`config.mk`:
```
export PLATFORM = sky130hd
export DESIGN_NAME = ps2_key_tracker
export DESIGN_NICKNAME = d
export VERILOG_FILES = /design/src/rtl/ps2_key_tracker.sv
export SDC_FILE = /design/constraint.sdc
export NUM_CORES = 1
export LEC_CHECK = 0
export ABC_AREA = 1
export CAP_MARGIN = 20
export CORE_MARGIN = 10
export CORE_UTILIZATION = 40
export CTS_CLUSTER_SIZE = 30
export DETAILED_ROUTE_END_ITERATION = 8
export PLACE_DENSITY = 0.7
export SKIP_CTS_REPAIR_TIMING = 1
export SLEW_MARGIN = 5
export SYNTH_ARGS = -nofsm -noshare
export SYNTH_HDL_FRONTEND = slang
export SYNTH_SLANG_ARGS = --single-unit
```
`constraint.sdc`:
```
create_clock -name clk -period 2.7 [get_ports clk]
set_input_delay 0.675 -clock clk [delete_from_list [all_inputs] [get_ports clk]]
set_output_delay 0.675 -clock clk [all_outputs]
set_load 0.02 [all_outputs]
```
`src/rtl/ps2_key_tracker.sv`:
```
`default_nettype none
// ============================================================================
// Module   : ps2_key_tracker
// Purpose  : PS/2 scan-code tracker. Decodes make, break and E0-extended
//            sequences from a byte stream. It tracks the currently held key,
//            counts new presses with saturation, and keeps a circular history
//            of the most recent HIST_DEPTH pressed keys. The history can be
//            read back by index.
// Revision : 1.0 - initial release
// ----------------------------------------------------------------------------
// Parameters
//   HIST_DEPTH    history entries (power of 2, >= 2)
//   CNT_W         press counter width
// Ports
//   clk           system clock, all logic on posedge
//   rst           synchronous active-low reset
//   ps2_data      received scan-code byte, qualified by ps2_valid
//   ps2_valid     one-cycle strobe per received byte
//   hist_rd_idx   history read index, 0 = most recent entry
//   key_code      scan code of the held key (0 when none is held)
//   key_ext       held key was E0-prefixed
//   key_down      a key is currently held
//   press_cnt     saturating count of new presses
//   hist_cnt      valid history entries, saturating at HIST_DEPTH
//   hist_rd_data  {ext, code} at hist_rd_idx, 0 beyond hist_cnt (1-cycle latency)
//   ovf           sticky: a history push overwrote the oldest entry
// Build option
//   KBD_TYPEMATIC_COUNT_EN  when defined, a typematic repeat of the held key
//                           counts as a press and is pushed into the history.
//                           When undefined, typematic repeats are ignored.
// ============================================================================
module ps2_key_tracker #(
  parameter int HIST_DEPTH = 4,
  parameter int CNT_W      = 8
) (
  input  logic                            clk,
  input  logic                            rst,
  input  logic [7:0]                      ps2_data,
  input  logic                            ps2_valid,
  input  logic [$clog2(HIST_DEPTH)-1:0]   hist_rd_idx,
  output logic [7:0]                      key_code,
  output logic                            key_ext,
  output logic                            key_down,
  output logic [CNT_W-1:0]                press_cnt,
  output logic [$clog2(HIST_DEPTH+1)-1:0] hist_cnt,
  output logic [8:0]                      hist_rd_data,
  output logic                            ovf
);

  localparam int c_ptr_w = $clog2(HIST_DEPTH);
  localparam int c_hc_w  = $clog2(HIST_DEPTH+1);

  localparam logic [7:0]        c_byte_ext  = 8'hE0;
  localparam logic [7:0]        c_byte_brk  = 8'hF0;
  localparam logic [c_hc_w-1:0] c_hist_full = c_hc_w'(HIST_DEPTH);
  localparam logic [CNT_W-1:0]  c_cnt_max   = '1;

`ifdef KBD_TYPEMATIC_COUNT_EN
  localparam logic c_typematic_en = 1'b1;
`else
  localparam logic c_typematic_en = 1'b0;
`endif

  typedef enum logic [1:0] {
    ST_WAIT = 2'd0,
    ST_EXT  = 2'd1,
    ST_BRK  = 2'd2
  } state_t;

  state_t              r_state;
  state_t              w_state_nxt;
  logic                r_ext_pend;
  logic                w_ext_pend_nxt;

  logic                w_make;
  logic                w_make_ext;
  logic                w_release;
  logic                w_repeat;
  logic                w_load;
  logic                w_push;

  logic [8:0]          r_hist [HIST_DEPTH];
  logic [c_ptr_w-1:0]  r_wr_ptr;
  logic [c_ptr_w-1:0]  w_rd_slot;
  logic                w_rd_valid;

  // --------------------------------------------------------------------------
  // Sequence FSM: state register
  // --------------------------------------------------------------------------
  always_ff @(posedge clk) begin
    if (!rst) begin
      r_state    <= ST_WAIT;
      r_ext_pend <= 1'b0;
    end else begin
      r_state    <= w_state_nxt;
      r_ext_pend <= w_ext_pend_nxt;
    end
  end

  // --------------------------------------------------------------------------
  // Sequence FSM: next state and byte classification
  // --------------------------------------------------------------------------
  always_comb begin
    w_state_nxt    = r_state;
    w_ext_pend_nxt = r_ext_pend;
    w_make         = 1'b0;
    w_make_ext     = 1'b0;
    w_release      = 1'b0;

    if (ps2_valid) begin
      case (r_state)
        ST_WAIT: begin
          if (ps2_data == c_byte_ext) begin
            w_state_nxt    = ST_EXT;
            w_ext_pend_nxt = 1'b1;
          end else if (ps2_data == c_byte_brk) begin
            w_state_nxt = ST_BRK;
          end else begin
            w_make     = 1'b1;
            w_make_ext = 1'b0;
          end
        end

        ST_EXT: begin
          if (ps2_data == c_byte_brk) begin
            w_state_nxt = ST_BRK;
          end else if (ps2_data == c_byte_ext) begin
            w_state_nxt = ST_EXT;
          end else begin
            // The prefix is consumed by this make. Clearing it here stops a
            // later plain F0 from being treated as an extended break.
            w_make         = 1'b1;
            w_make_ext     = 1'b1;
            w_state_nxt    = ST_WAIT;
            w_ext_pend_nxt = 1'b0;
          end
        end

        ST_BRK: begin
          // A break releases the key only if both the prefix and the code
          // match the held key. Any other break byte is dropped.
          w_release      = key_down &&
                           ({r_ext_pend, ps2_data} == {key_ext, key_code});
          w_state_nxt    = ST_WAIT;
          w_ext_pend_nxt = 1'b0;
        end

        default: begin
          w_state_nxt    = ST_WAIT;
          w_ext_pend_nxt = 1'b0;
        end
      endcase
    end
  end

  // A make that matches the held key is an auto-repeat from the keyboard.
  assign w_repeat = key_down && ({w_make_ext, ps2_data} == {key_ext, key_code});
  assign w_load   = w_make && !w_repeat;
  assign w_push   = w_make && (!w_repeat || c_typematic_en);

  // Entry k (0 = newest) lives k+1 slots behind the write pointer. The
  // subtraction wraps modulo HIST_DEPTH because the depth is a power of 2.
  assign w_rd_slot  = r_wr_ptr - c_ptr_w'(1) - hist_rd_idx;
  assign w_rd_valid = c_hc_w'(hist_rd_idx) < hist_cnt;

  // --------------------------------------------------------------------------
  // Held key, press counter, history buffer and read port
  // --------------------------------------------------------------------------
  always_ff @(posedge clk) begin
    if (!rst) begin
      key_code     <= 8'h00;
      key_ext      <= 1'b0;
      key_down     <= 1'b0;
      press_cnt    <= '0;
      hist_cnt     <= '0;
      ovf          <= 1'b0;
      r_wr_ptr     <= '0;
      hist_rd_data <= '0;
      for (int i = 0; i < HIST_DEPTH; i++) begin
        r_hist[i] <= '0;
      end
    end else begin
      if (w_release) begin
        key_code <= 8'h00;
        key_ext  <= 1'b0;
        key_down <= 1'b0;
      end else if (w_load) begin
        key_code <= ps2_data;
        key_ext  <= w_make_ext;
        key_down <= 1'b1;
      end

      if (w_push) begin
        if (press_cnt != c_cnt_max) begin
          press_cnt <= press_cnt + CNT_W'(1);
        end
        r_hist[r_wr_ptr] <= {w_make_ext, ps2_data};
        r_wr_ptr         <= r_wr_ptr + c_ptr_w'(1);
        if (hist_cnt == c_hist_full) begin
          ovf <= 1'b1;
        end else begin
          hist_cnt <= hist_cnt + c_hc_w'(1);
        end
      end

      // This read uses the pointer and contents from before any push in the
      // same cycle.
      hist_rd_data <= w_rd_valid ? r_hist[w_rd_slot] : 9'h000;
    end
  end

endmodule
`default_nettype wire
```
* After elaboration in Yosys (flattened, before gate mapping)
Memory sizes are Yosys's and may differ from the RTL's. A register that Yosys moved wholly into a read port is not among the register bits.
Index checks and enable logic that the tools add are counted.
** Word-level totals
- Memories kept :: 1
- Bits in writable memories :: 36
- Register bits after elaboration :: 27
- Logic and storage cells :: 70
- Input bits :: 13
** Cells by class
- Bitwise gates (word level) :: 2
- Equality and inequality tests :: 12
- Muxes and demuxes :: 26
- $lt $le $gt $ge :: 1
- Reductions and logical operators :: 14
- Add/subtract/negate cells :: 5
** Memories
- r_hist :: words 4, width 9, rd ports 1, clocked after Yosys merged registers in 1, wr ports 4, RTL line 82 : logic [8:0] r_hist [HIST_DEPTH];
** Operator list (count)
- 9-bit equality test :: 2
- 1-bit 2-to-1 mux :: 18
- 8-bit equality test, second input constant :: 2
- 2-bit AND reduction :: 5
- 9-bit 2-to-1 mux :: 1
- 9-bit OR reduction :: 1
- 8-bit by 1-bit adder with 8-bit output, second input constant :: 1
- 2-bit 2-to-1 mux :: 4
- 8-bit inequality test, second input constant :: 1
- 2-bit inequality test, second input constant :: 3
- 1-bit one-hot mux with 2 select lines :: 2
- 2-bit one-hot mux with 2 select lines :: 1
- 4-bit AND reduction :: 1
- 3-bit by 1-bit adder with 3-bit output, second input constant :: 1
- 3-bit equality test, second input constant :: 1
- 1-bit logical AND :: 3
- 2-bit by 3-bit less-than comparator with 1-bit output :: 1
- 3-bit inequality test, second input constant :: 1
- 2-bit by 1-bit adder with 2-bit output, second input constant :: 1
- 2-bit by 1-bit equality test with 1-bit output, second input constant :: 1
- 2-bit equality test, second input constant :: 1
- 1-bit zero test :: 2
- 2-bit zero test :: 1
- 1-bit inverter :: 2
- 3 further kinds :: 3

* Longest topological paths before layout
Gate-level depths: netlist of run 1.
- Depth in word-level cells :: 14
- Depth in mapped cells :: 12
- Gate-level depth less buffers :: 11

* Least setup slack after synthesis of run 1
Ideal clock, no wire load.
- Kind :: input to register
- Start point :: input ps2_data[0]
- End point :: memory r_hist[2][0], enable pin
- Path slack :: 212 ps
- Arrival time :: 2100 ps
- Cell stages on the path :: 9
- Path buffers :: 0
- Path through :: inv_2 nand2_1 nor2_4 nand2_2 nand3_1 nand2_1 nand3_2 nand4_1 o21ai_0
** RTL lines
- start: declaration :: RTL line 38 : input logic [7:0] ps2_data,
- end: declaration :: RTL line 82

==> results.txt, run 1 <==
Core Rows = 33
CP max FO = 9
Crit end category = flop
Most common flop cell mapped by yosys = edfxtp_1
GRT Overall Usage = 12.56%
Cell with the most instances after synthesis = nand2_1
Initial antenna violation count = 0
GR Util met1 = 15.16%
Hold/Removal Path Class = flop to flop
Worst Path Required = 2.76 ns
Die height = 112.0 um
Maxcap violations = 0
Mapped Area = 3384 sq um
Post-Route Utilization = 51.67%
Post-synth top cells = 116 x nand2_1, 47 x nor2_1, 36 x dfxtp_1, 36 x edfxtp_1, 23 x inv_1
Slew HR = 70.84%
Antenna-violating nets left = 0
Worst hold path depth = 2
Post-synth top area share = 31.94%
Dpl cells = 552
Largest net degree at the start of global routing = 19
R2R Path Start = key_code[7]
Global-route wire length before repair = 13.12 mm
Grt met3 use = 3.757%
Fill cell count = 752
RSZ-0062 raised after global routing = no
Fmax = 0.4224 GHz
Leak pwr = 0.001667 uW
Reg2Reg Depth = 12
Hpwl dp = 6.009 mm
Htree depth = 3
Kind of critical path = input pin to flop
CORE AREA = 8217 sq um
CTS tree = done
Hold path startpoint = r_ext_pend
Pre-antenna DRT Iters = 4
Max-slew violations = 0
Congestion Overflow GR = 0
Tmin final = 2.368 ns
Status = finished clean
TritonCTS Buffers = 9
Clock Latency Late Sink = 0.35 ns
RePlAce Congestion = 0.8813
Number of flops mapped to enable cells by yosys = 36
Full die area = 12,540 sq um
Clk buf depth = 2
Number of diodes = 0
Synth top area cells = edfxtp_1 32%, dfxtp_1 21%, nand2_1 13%
VDD IR max = 0.3132 mV
Initial core utilization = 41.19%
Crit start category = input pin
Warnings from Yosys = 0
Synth Register Bits = 72
Fin worst setup slack = 0.3324 ns
PortBufs = 43
Setup violators final = 0
Reg clk slew, reported paths = 0.07 ns
Busiest grt layer = met2
WL/cell = 13.92 um
CP arrival = 2.42 ns
Place WS = -0.03429 ns
Power density over the cells = 586.2 nW/um^2
Syn nets = 416
Fin Clk Skew = 0.01083 ns
Nets = 477
Die Wd = 112.0 um
RR Endpoint = r_hist[1][8]
Slew @ Worst Pin = 0.4347 ns
Syn Area/Cell = 8.504 sq um
Worst Hold End = r_ext_pend
Post-Layout Cell Count = 569
Vias = 2,843
DRT iter0 DRCs = 167
Root buffer cell = clkbuf_8
Post-synth cell types = 30
Routed wire length = 7.918 mm
Period utilisation layout = 87.69%
Final Hold Viols = 0
Synth async-reset ratio = 0%
Grt met2 use = 20.36%
Register area share after synthesis = 53.23%
I/O pin cnt = 44
Vias in the first global route = 2,754
Post-synth top area cell = edfxtp_1
Reg2Reg Setup Slack = 0.86 ns
Via density = 4.996
DRC = 0
Share of cells above drive strength 1 = 12.50%
Synthesized instance count = 398
Num Clock Sinks = 72
Synth-to-layout area growth = 25.43%
-- how the worst max path moves through the flow --
stage / depth (start not counted) / to / slack, ns / startpoint
CTS: 13 / r_hist[1][8] / 0.34 / ps2_data[7]
global placement: 13 / r_hist[1][8] / -0.03 / ps2_data[7]
detailed placement: 10 / r_hist[0][7] / -0.03 / ps2_data[4]
finish: 10 / r_hist[2][7] / 0.33 / ps2_data[4]
floorplan: 9 / r_hist[2][0] / 0.21 / ps2_data[0]
global route: 13 / r_hist[1][8] / 0.16 / ps2_data[6]
-- power breakdown --
group	total, uW	leakage (uW)	switching, uW	internal [uW]
registers	1240	0.000669	31.5	1210
clock network	849	0.0000929	419	430
logic	396	0.000905	238	158
-- per-layer routing --
layer  wire length, um  share of wire [%]  vias to the layer above
met2              3698                 47                       74
met3               480                6.1                       15
met5                 0                  0                        -
li1                  -                  -                     1443
met1              3593                 45                     1311
met4               145                1.8                        0
-- cell families (layout without fill, tap and decap cells) --
group	after synthesis	in the layout	synth area share (%)
compound gates	39	39	7.024
fa+ha+maj	5	5	1.848
xor+xnor	11	11	2.847
buf+inv	50	116	6.543
simple gates	221	221	28.50
flops	72	72	53.23
-- stage by stage --
step / setup TNS, ns / instance area (sq um) / hold WS, ns / power [uW]
detailed placement: -0.5737 / 4043 / 0.4731 / 1664
global route: 0 / 4245 / 0.5163 / 2604
floorplan: 0 / 3385 / 0.4523 / 1501
finish: 0 / 4245 / 0.4810 / 2489
global placement: -0.06033 / 4043 / 0.4485 / 1657
CTS: 0 / 4238 / 0.4848 / 2509
-- cells in the final DEF (no fill, tap or decap), types with 9 or more instances in the layout --
master	n
a21oi_1	21
a311oi_1	9
buf_4	20
clkbuf_8	9
clkdlybuf4s50_1	43
dfxtp_1	36
edfxtp_1	36
inv_1	23
inv_2	9
nand2_1	116
nand3_1	18
nand4_1	10
nor2_1	47
nor3_1	20
-- sequential cells by signal (all words and copies together) (netlist names) --
name,cells
r_state,2
r_ext_pend,1
key_down,1
ovf,1
r_wr_ptr,2
key_ext,1
r_hist,36
hist_cnt,3
hist_rd_data,9
press_cnt,8
key_code,8
-- critical path: stages --
cell,delay [ns]
clkdlybuf4s50_1,0.56
inv_2,0.07
nand2_1,0.10
nor2_4,0.05
o21ai_2,0.13
nand2_1,0.08
nor2_2,0.16
nand4_1,0.19
o21ai_0,0.20
buf_4,0.21
-- area by class of cell --
type                            count  area, sq um  area share, %
Clock buffer                       10        127.6          3.006
Sequential cell                    72         1802          42.44
Timing Repair Buffer               66        628.1          14.80
Clock inverter                      6        67.56          1.592
Tap cell                          105        131.4          3.095
Inverter                           34        127.6          3.006
Multi-Input combinational cell    276         1361          32.07
No activity file was read; power rests on OpenSTA's default activity.
==> run 2, diff against run 1 <==
Settings changed: CORE_MARGIN 10 to 1.
==> run 2 against run 1 <==
Register-to-register slack got worse by 0.08 ns. Via count decreased by 1.3%. Utilization is 0.37 points higher. Sequential cell count unchanged. Power up 1.3%. Fmax is 2.2% lower. Largest power group unchanged. Highest routed layer unchanged.
==> results.txt, run 2 (synthesized netlist as in run 1, its figures left out) <==
Root buffer cell = clkbuf_8
Status = finished clean
Kind of critical path = input pin to flop
Final Hold Viols = 0
Die Wd = 93.99 um
Nets = 480
GRT Overall Usage = 18.94%
Largest reg by FF count = r_hist
Clock Latency Late Sink = 0.36 ns
Largest net degree at the start of global routing = 19
DRT iter0 DRCs = 143
Most frequent cells in the layout = 116 x nand2_1, 47 x nor2_1, 43 x clkdlybuf4s50_1, 36 x dfxtp_1, 36 x edfxtp_1
Tmin final = 2.422 ns
DRC = 0
Vias in the first global route = 2,689
Number of diodes = 0
WL/cell = 13.09 um
Leak pwr = 0.001692 uW
Die height = 93.99 um
Full die area = 8833 sq um
Core Rows = 33
Routed wire length = 7.490 mm
Fin Clk Skew = 0.01145 ns
RSZ-0062 raised after global routing = no
Initial antenna violation count = 0
Setup violators final = 0
CTS tree = done
Commonest non-fill, non-tap cell in the layout = nand2_1
Largest regs = r_hist x36, hist_rd_data x9
Synth-to-layout area growth = 26.32%
CP arrival = 2.52 ns
I/O pin cnt = 44
Htree depth = 3
Antenna-violating nets left = 0
Congestion Overflow GR = 0
Period utilisation layout = 89.70%
RePlAce Congestion = 0.9471
Global-route wire length before repair = 12.71 mm
Max-slew violations = 0
Initial core utilization = 41.19%
CP max FO = 13
Reg area = 1802 sq um
Fin Hold WS = 0.4772 ns
Slew HR = 28.43%
TritonCTS Buffers = 9
Multi-input gate area = 1361 sq um
Num Clock Sinks = 72
Worst Path Required = 2.80 ns
Pre-antenna DRT Iters = 5
Share of cells above drive strength 1 = 13.28%
Maxcap violations = 0
Reg clk slew, reported paths = 0.08 ns
VDD IR max = 0.2917 mV
Power density over the cells = 589.9 nW/um^2
Via density = 4.907
Post-Route Utilization = 52.03%
Hpwl dp = 5.518 mm
Clk buf depth = 2
PortBufs = 43
Crit start category = input pin
CORE AREA = 8217 sq um
Vias = 2,807
Slew @ Worst Pin = 1.062 ns
Fill cell count = 740
Max FFs per register = 36
Hold/Removal Path Class = flop to flop
Crit end category = flop
Setup TNS = 0 ns
Fmax = 0.4129 GHz
==> run 2: changes by cell type in the layout (fill, tap and decap cells not counted) <==
| cell | delta |
|---|---|
| clkbuf_1 | -1 |
| inv_6 | +2 |
| clkinvlp_4 | -2 |
| buf_4 | +4 |
| clkinv_4 | +1 |
| clkbuf_4 | -1 |
==> run 2: final cells by class <==
cell class / instances / area share [%]
multi-input combinational: 276 / 31.84
inverter: 34 / 2.985
tap: 105 / 3.073
clock inverter: 7 / 1.844
timing repair buffer: 69 / 15.22
clock buffer: 9 / 2.897
sequential: 72 / 42.14
==> run 2: path summary, 6_finish.rpt <==
check	startpoint	endpoint	slack, ns	cells past startpoint
min	r_ext_pend	r_ext_pend	0.48	2
max reg2reg	key_code[7]	r_hist[1][8]	0.78	12
min reg2reg	r_ext_pend	r_ext_pend	0.48	2
max	ps2_data[7]	r_hist[1][8]	0.28	13
==> run 2: metrics by stage <==
| step | setup slack (ns) | instance area, sq um | power [uW] | std cells |
|---|---|---|---|---|
| 5_1_grt | 0.09072 | 4275 | 2646 | 572 |
| 6_report | 0.2780 | 4275 | 2522 | 572 |
| 3_5_place_dp | -0.1142 | 4073 | 1664 | 556 |
| 2_1_floorplan | 0.2124 | 3385 | 1501 | 398 |
| 4_1_cts | 0.2645 | 4275 | 2536 | 572 |
| 3_3_place_gp | -0.03890 | 4073 | 1653 | 556 |
==> run 2: routing by layer <==
layer  GRT usage, %  wire length, um  vias to the layer above
met3          4.450              366                       13
met2          29.87             3462                       79
met4          7.821              128                        0
met1          24.88             3533                     1261
met5              0                0                        -
li1               -                -                     1454
==> run 2: report_power, final <==
| part | internal [uW] | leakage [uW] | total [uW] | switching, uW |
|---|---|---|---|---|
| Sequential | 1210 | 0.000669 | 1240 | 32.1 |
| Clock | 438 | 0.000105 | 883 | 445 |
| Combinational | 159 | 0.000919 | 396 | 237 |
| Total | 1810 | 0.00169 | 2520 | 714 |
==> run 2: worst max-delay path, stage by stage <==
cell	delay, ns
clkdlybuf4s50_1	0.46
buf_4	0.17
nand2_1	0.07
nand2_1	0.06
nor2_1	0.10
nand3_1	0.10
nor2_1	0.20
nand3_2	0.14
nand2_1	0.10
buf_4	0.20
inv_1	0.08
nand2_1	0.11
nor2_1	0.06
